File: config.mk
export PLATFORM = sky130hd
export DESIGN_NAME = nand_seq
export DESIGN_NICKNAME = d
export VERILOG_FILES = /design/src/rtl/nand_seq_pkg.sv /design/src/rtl/nand_seq_bank.sv /design/src/rtl/nand_seq.sv
export SDC_FILE = /design/constraint.sdc
export NUM_CORES = 1
export LEC_CHECK = 0
export ABC_AREA = 1
export BUFFER_PORTS_ARGS = -buffer_cell sky130_fd_sc_hd__clkbuf_2
export CORE_MARGIN = 2
export CORE_UTILIZATION = 63
export DETAILED_ROUTE_END_ITERATION = 16
export PLACE_DENSITY = 0.86
export SLEW_MARGIN = 20
export SYNTH_ARGS = -nofsm -noshare
export SYNTH_HDL_FRONTEND = slang
export SYNTH_SLANG_ARGS = --single-unit
File: constraint.sdc
create_clock -name clk -period 4.4 [get_ports clk]
set_input_delay 1.1 -clock clk [delete_from_list [all_inputs] [get_ports clk]]
set_output_delay 1.1 -clock clk [all_outputs]
set_load 0.02 [all_outputs]
File: src/rtl/nand_seq_pkg.sv
// nand_seq_pkg -- shared definitions for the NAND-only logic sequencer.
//   Opcode encodings, FSM state encoding, per-opcode step counts and small
//   decode helpers used by nand_seq.
package nand_seq_pkg;

  // Opcode encodings (in_op)
  localparam logic [2:0] OP_NAND = 3'b000;
  localparam logic [2:0] OP_AND  = 3'b001;
  localparam logic [2:0] OP_OR   = 3'b010;
  localparam logic [2:0] OP_XOR  = 3'b011;
  localparam logic [2:0] OP_NOT  = 3'b100;

  // Number of NAND bank evaluations each opcode needs
  localparam int unsigned STEPS_NAND = 1;
  localparam int unsigned STEPS_AND  = 2;
  localparam int unsigned STEPS_OR   = 3;
  localparam int unsigned STEPS_XOR  = 4;
  localparam int unsigned STEPS_NOT  = 1;

  typedef enum logic [1:0] {
    IDLE = 2'd0,
    EVAL = 2'd1,
    DONE = 2'd2
  } state_t;

  // Remaining-steps down-counter; the final step is the one taken at zero.
  typedef logic [1:0] step_t;

  function automatic logic op_legal(input logic [2:0] op);
    case (op)
      OP_NAND, OP_AND, OP_OR, OP_XOR, OP_NOT: op_legal = 1'b1;
      default:                                op_legal = 1'b0;
    endcase
  endfunction

  // Down-counter load value: step count minus one (0 for illegal codes).
  function automatic step_t first_step(input logic [2:0] op);
    case (op)
      OP_NAND: first_step = step_t'(STEPS_NAND - 1);
      OP_AND:  first_step = step_t'(STEPS_AND - 1);
      OP_OR:   first_step = step_t'(STEPS_OR - 1);
      OP_XOR:  first_step = step_t'(STEPS_XOR - 1);
      OP_NOT:  first_step = step_t'(STEPS_NOT - 1);
      default: first_step = '0;
    endcase
  endfunction

endpackage

File: src/rtl/nand_seq_bank.sv
// nand_bank -- WIDTH-wide bank of two-input NAND gates, one primitive per bit.
//   x, y : operands
//   z    : bitwise ~(x & y)
module nand_bank #(
  parameter int WIDTH = 8
) (
  input  logic [WIDTH-1:0] x,
  input  logic [WIDTH-1:0] y,
  output wire  [WIDTH-1:0] z
);

  for (genvar i = 0; i < WIDTH; i++) begin : g_bit
    nand u_nand (z[i], x[i], y[i]);
  end

endmodule

File: src/rtl/nand_seq.sv
// nand_seq -- evaluates NAND/AND/OR/XOR/NOT by sequencing one shared NAND bank,
// one bank evaluation per cycle, with valid/ready handshakes on both sides.
//
// Ports
//   clk, rst_n          : clock, asynchronous active-low reset
//   in_valid/in_ready   : request handshake (in_ready only while IDLE)
//   in_op, in_a, in_b   : opcode and operands, captured at acceptance
//   out_valid/out_ready : result handshake, result held in DONE
//   out_data, out_err   : result; out_err marks an illegal opcode
//   perf_cnt            : saturating count of NAND bank evaluations
//
// Build option: define NAND_SEQ_PERF_EN to enable the perf counter; otherwise
// perf_cnt is tied to zero.
//
// state | meaning
// IDLE  | waiting for a request, in_ready=1
// EVAL  | one NAND bank evaluation per cycle, remaining-steps counter runs down
// DONE  | result presented, waiting for out_ready
import nand_seq_pkg::*;

module nand_seq #(
  parameter int WIDTH = 8
) (
  input  logic             clk,
  input  logic             rst_n,
  input  logic             in_valid,
  output logic             in_ready,
  input  logic [2:0]       in_op,
  input  logic [WIDTH-1:0] in_a,
  input  logic [WIDTH-1:0] in_b,
  output logic             out_valid,
  input  logic             out_ready,
  output logic [WIDTH-1:0] out_data,
  output logic             out_err,
  output logic [15:0]      perf_cnt
);

  state_t           state, state_nxt;
  logic [2:0]       op_q;
  logic [WIDTH-1:0] a_q, b_q;
  logic [WIDTH-1:0] w_q, p_q, q_q;
  logic [WIDTH-1:0] data_q;
  logic             err_q;
  step_t            left_q;

  logic [WIDTH-1:0] bank_x, bank_y;
  wire  [WIDTH-1:0] bank_z;

  logic accept;
  logic eval;
  logic wr_w, wr_p, wr_q, wr_out;
  logic fin_illegal;

  nand_bank #(.WIDTH(WIDTH)) u_bank (
    .x (bank_x),
    .y (bank_y),
    .z (bank_z)
  );

  always_ff @(posedge clk or negedge rst_n) begin
    if (!rst_n) state <= IDLE;
    else        state <= state_nxt;
  end

  // Operand routing follows the remaining-steps counter: the highest count is
  // the first step of the sequence, zero is the final step that yields the result.
  always_comb begin
    state_nxt   = state;
    bank_x      = '0;
    bank_y      = '0;
    accept      = 1'b0;
    eval        = 1'b0;
    wr_w        = 1'b0;
    wr_p        = 1'b0;
    wr_q        = 1'b0;
    wr_out      = 1'b0;
    fin_illegal = 1'b0;
    case (state)
      IDLE: begin
        if (in_valid) begin
          accept    = 1'b1;
          state_nxt = EVAL;
        end
      end
      EVAL: begin
        if (!op_legal(op_q)) begin
          fin_illegal = 1'b1;
          state_nxt   = DONE;
        end else begin
          eval = 1'b1;
          case (op_q)
            OP_NAND: begin
              bank_x = a_q;
              bank_y = b_q;
            end
            OP_NOT: begin
              bank_x = a_q;
              bank_y = a_q;
            end
            OP_AND: begin
              if (left_q == 2'd1) begin
                bank_x = a_q;
                bank_y = b_q;
                wr_w   = 1'b1;
              end else begin
                bank_x = w_q;
                bank_y = w_q;
              end
            end
            OP_OR: begin
              case (left_q)
                2'd2: begin
                  bank_x = a_q;
                  bank_y = a_q;
                  wr_w   = 1'b1;
                end
                2'd1: begin
                  bank_x = b_q;
                  bank_y = b_q;
                  wr_p   = 1'b1;
                end
                default: begin
                  bank_x = w_q;
                  bank_y = p_q;
                end
              endcase
            end
            OP_XOR: begin
              case (left_q)
                2'd3: begin
                  bank_x = a_q;
                  bank_y = b_q;
                  wr_w   = 1'b1;
                end
                2'd2: begin
                  bank_x = a_q;
                  bank_y = w_q;
                  wr_p   = 1'b1;
                end
                2'd1: begin
                  bank_x = b_q;
                  bank_y = w_q;
                  wr_q   = 1'b1;
                end
                default: begin
                  bank_x = p_q;
                  bank_y = q_q;
                end
              endcase
            end
            default: ;
          endcase
          if (left_q == '0) begin
            wr_out    = 1'b1;
            state_nxt = DONE;
          end
        end
      end
      DONE: begin
        if (out_ready) state_nxt = IDLE;
      end
      default: state_nxt = IDLE;
    endcase
  end

  always_ff @(posedge clk or negedge rst_n) begin
    if (!rst_n) begin
      op_q   <= '0;
      a_q    <= '0;
      b_q    <= '0;
      w_q    <= '0;
      p_q    <= '0;
      q_q    <= '0;
      data_q <= '0;
      err_q  <= 1'b0;
      left_q <= '0;
    end else begin
      if (accept) begin
        op_q   <= in_op;
        a_q    <= in_a;
        b_q    <= in_b;
        left_q <= first_step(in_op);
      end else if (eval && (left_q != '0)) begin
        left_q <= left_q - 2'd1;
      end
      if (wr_w) w_q <= bank_z;
      if (wr_p) p_q <= bank_z;
      if (wr_q) q_q <= bank_z;
      if (wr_out) begin
        data_q <= bank_z;
        err_q  <= 1'b0;
      end else if (fin_illegal) begin
        data_q <= '0;
        err_q  <= 1'b1;
      end
    end
  end

  assign in_ready  = (state == IDLE);
  assign out_valid = (state == DONE);
  assign out_data  = data_q;
  assign out_err   = err_q;

`ifdef NAND_SEQ_PERF_EN
  logic [15:0] perf_q;

  always_ff @(posedge clk or negedge rst_n) begin
    if (!rst_n)                           perf_q <= '0;
    else if (eval && (perf_q != 16'hFFFF)) perf_q <= perf_q + 16'd1;
  end

  assign perf_cnt = perf_q;
`else
  assign perf_cnt = '0;
`endif

endmodule
==> impl_metrics.ini <==
[status]
status = completed

[layout]
fin_area_sq_um = 4164
area.growth.synth_to_final_pct = 6.667
final_nets = 681
stdcell_count = 730
share_of_post_route_cells_with_drive_strength_above_1_pct = 10.53
n_antenna_cell = 0

[grt]
global_route.usage.met2_pct = 57.90
grt_max_degree = 36
global_route.usage.met1_pct = 46.21
wire_length_of_the_first_global_routing_pass_um = 18430
gr-usage-met3_pct = 5.652
grt-busiest-layer = met2
number_of_global_route_vias_before_repair = 3996
grt_antenna_before_repair = 0
overflow = 0
grt.total_usage_pct = 35.73

[drt]
dr.pass1.iters = 7
routed_via_density = 5.688
antenna_violating_nets_post_route = 0
wirelength_um = 11110
route.detailed.wl_per_inst_um = 15.22
remaining_drc_errors = 0
route.vias.total = 4152
detail_route.iter0.violations = 501

[logic_synthesis]
ys_ff_latch = 56
syn_inst = 630
syn_area_sq_um = 3904
synth_area_leaders = sky130_fd_sc_hd__dfrtp_1, sky130_fd_sc_hd__nand2_1, sky130_fd_sc_hd__nand3_1
yosys.area.top_type_share_pct = 35.90
ys.warnings.count = 0
syn_area_per_cell_sq_um = 6.196
synth.distinct_cells = 26
synth.largest_area_cell = sky130_fd_sc_hd__dfrtp_1
synth.yosys.seq_area_share_pct = 35.90

[sta]
timing.final.max_slew_violations = 0
max_freq_mhz = 366.4
clock-skew-final_ns = 0.007493
final-hold-violation-count = 0
rsz0062_at_grt = false
max_slew.worst_pin.slew_ns = 1.047
setup-violations-final = 0
slew_headroom_pct = 29.95
min_cycle_time_layout_ns = 2.729
hold-worst-slack_ns = 0.4919
timing.final.crit_share_pct = 62.03
setup_tns_final_ns = 0

[worst_setup_path]
timing_worst_setup_path_type = reg2reg
arrival_ns = 2.94
worstSetupEndpointType = flop
crit_required_ns = 4.61
timing.critical_path.fanout_max = 19
critical_path.startpoint_type = flop

[place]
detailed_place_hpwl_um = 7834
post_place_instance_area_sq_um = 4049
final_weighted_congestion_of_routability_driven_global_placement = 0.9271
buffer_ports.inserted = 33
place_inst = 722

[power]
irDropWorstVdd_v = 0.0008463
power_leakage_nw = 2.337
pwr_density_cell_nw_per_um2 = 812.9
report.power.total_w = 0.003385

[job]
cap_viol_max_count = 0

[clocking]
holdBufCountCts = 0
cts_tree = built
clk_latency_ns = 0.32
cts_made_buffers = 5
htreeDepth = 2
cts-resized-gates = 0
clkSlewWorstSetupHoldPaths_ns = 0.10
clock_path_buffers = 2
cts.sink_count = 56
ctsRootBufferMaster = sky130_fd_sc_hd__clkbuf_8
cts_setup_buffers = 0

[die]
chipWidth_um = 82.72
initial_utilization_pct = 65.55
std_cell_rows = 28
io-pin-count = 50
core_region_area_sq_um = 5956
die_area_sq_um = 6842
floorplan_die_height_um = 82.72

[worst_hold_path]
min_path_type = reg2reg
[through the flow]
stage,setup WS [ns],util [%]
floorplan,2.408,-
global placement,1.916,67.98
detailed placement,1.813,67.98
CTS,1.754,69.92
global route,1.473,69.92
finish,1.671,69.92
[metal layers]
metal | up-vias | wire (um)
met5 | - | 0
met3 | 39 | 1166
li1 | 1961 | -
met2 | 275 | 5295
met1 | 1877 | 4255
met4 | 0 | 392
[sequential cells by signal, indices dropped and copies added, names as in the netlist]
name / flops
a_q: 8
p_q: 8
op_q: 3
state: 2
b_q: 8
q_q: 8
out_err: 1
w_q: 8
left_q: 2
out_data: 8
[layout make-up]
cell class                 count  area [sq um]
sequential                    56          1401
timing repair buffer          39         210.2
inverter                      54         202.7
clock buffer                   5         68.82
clock inverter                 3         46.29
multi-input combinational    498          2141
fill                         530          1792
tap                           75         93.84
[kinds of logic after synthesis]
| group | count (synthesis) | synth area share (%) |
|---|---|---|
| fa+ha+maj | 4 | 1.282 |
| compound gates | 44 | 6.314 |
| simple gates | 434 | 45.64 |
| other cells | 1 | 0.09606 |
| buf+inv | 91 | 10.77 |
| flops | 56 | 35.90 |
[final timing paths]
check | endpoint | startpoint | cells after the start | slack (ns)
setup / recovery | p_q[4]$_DFFE_PN0P_ | op_q[2]$_DFFE_PN0P_ | 8 | 1.67
hold / removal | out_data[3]$_DFFE_PN0P_ | out_data[3]$_DFFE_PN0P_ | 2 | 0.49
setup reg to reg | p_q[4]$_DFFE_PN0P_ | op_q[2]$_DFFE_PN0P_ | 8 | 1.67
hold reg to reg | out_data[3]$_DFFE_PN0P_ | out_data[3]$_DFFE_PN0P_ | 2 | 0.49
max in group asynchronous | p_q[6]$_DFFE_PN0P_ | rst_n | 2 | 2.77
min in group asynchronous | w_q[1]$_DFFE_PN0P_ | rst_n | 1 | 0.79
[placed cells by master, fill, tap and decap left out]
master	netlist	layout
sky130_fd_sc_hd__nand2_1	275	275
sky130_fd_sc_hd__nor2_1	77	76
sky130_fd_sc_hd__nand3_1	66	66
sky130_fd_sc_hd__dfrtp_1	56	56
sky130_fd_sc_hd__inv_1	48	48
sky130_fd_sc_hd__clkbuf_2	0	33
sky130_fd_sc_hd__o21ai_0	22	22
sky130_fd_sc_hd__a21oi_1	16	16
sky130_fd_sc_hd__conb_1	1	16
sky130_fd_sc_hd__or2_2	7	7
sky130_fd_sc_hd__buf_4	18	6
sky130_fd_sc_hd__clkbuf_8	0	5
sky130_fd_sc_hd__inv_2	4	4
sky130_fd_sc_hd__ha_1	4	4
sky130_fd_sc_hd__nand3_2	3	3
sky130_fd_sc_hd__clkinv_1	2	2
sky130_fd_sc_hd__nor2_4	2	2
sky130_fd_sc_hd__nor2_2	1	2
sky130_fd_sc_hd__o22ai_1	2	2
sky130_fd_sc_hd__nand2_4	1	1
sky130_fd_sc_hd__a22oi_1	1	1
sky130_fd_sc_hd__nor3_2	1	1
sky130_fd_sc_hd__a31oi_4	1	1
sky130_fd_sc_hd__o31ai_1	1	1
sky130_fd_sc_hd__o211ai_1	1	1
sky130_fd_sc_hd__nand2_2	1	1
sky130_fd_sc_hd__inv_6	0	1
sky130_fd_sc_hd__clkinvlp_4	0	1
sky130_fd_sc_hd__bufinv_16	0	1
[critical path: stages, from the launching register on]
cell,delay [ns]
sky130_fd_sc_hd__dfrtp_1,0.61
sky130_fd_sc_hd__inv_2,0.35
sky130_fd_sc_hd__nand2_1,0.09
sky130_fd_sc_hd__nor2_1,0.70
sky130_fd_sc_hd__a22oi_1,0.18
sky130_fd_sc_hd__nor2_2,0.39
sky130_fd_sc_hd__inv_2,0.14
sky130_fd_sc_hd__nand2_1,0.10
sky130_fd_sc_hd__nand2_1,0.05
[Yosys cell counts (all sizes together)]
master and number:
a31oi 1, inv 52, or2 7, dfrtp 56, nand2 277, nor2 80
ha 4, o21ai 22, conb 1, clkbuf 10, buf 27, o31ai 1
a21oi 16, nand3 69, o22ai 2, clkinv 2, nor3 1, a22oi 1
o211ai 1
[power breakdown]
group	switching [W]	total (W)	leakage [nW]	internal [W]
Combinational	0.00137	0.00199	1.58	0.000622
Sequential	0.000291	0.00104	0.699	0.000754
Clock	0.000177	0.000349	0.0548	0.000172
Note: power is estimated with default switching activity, not from simulation.
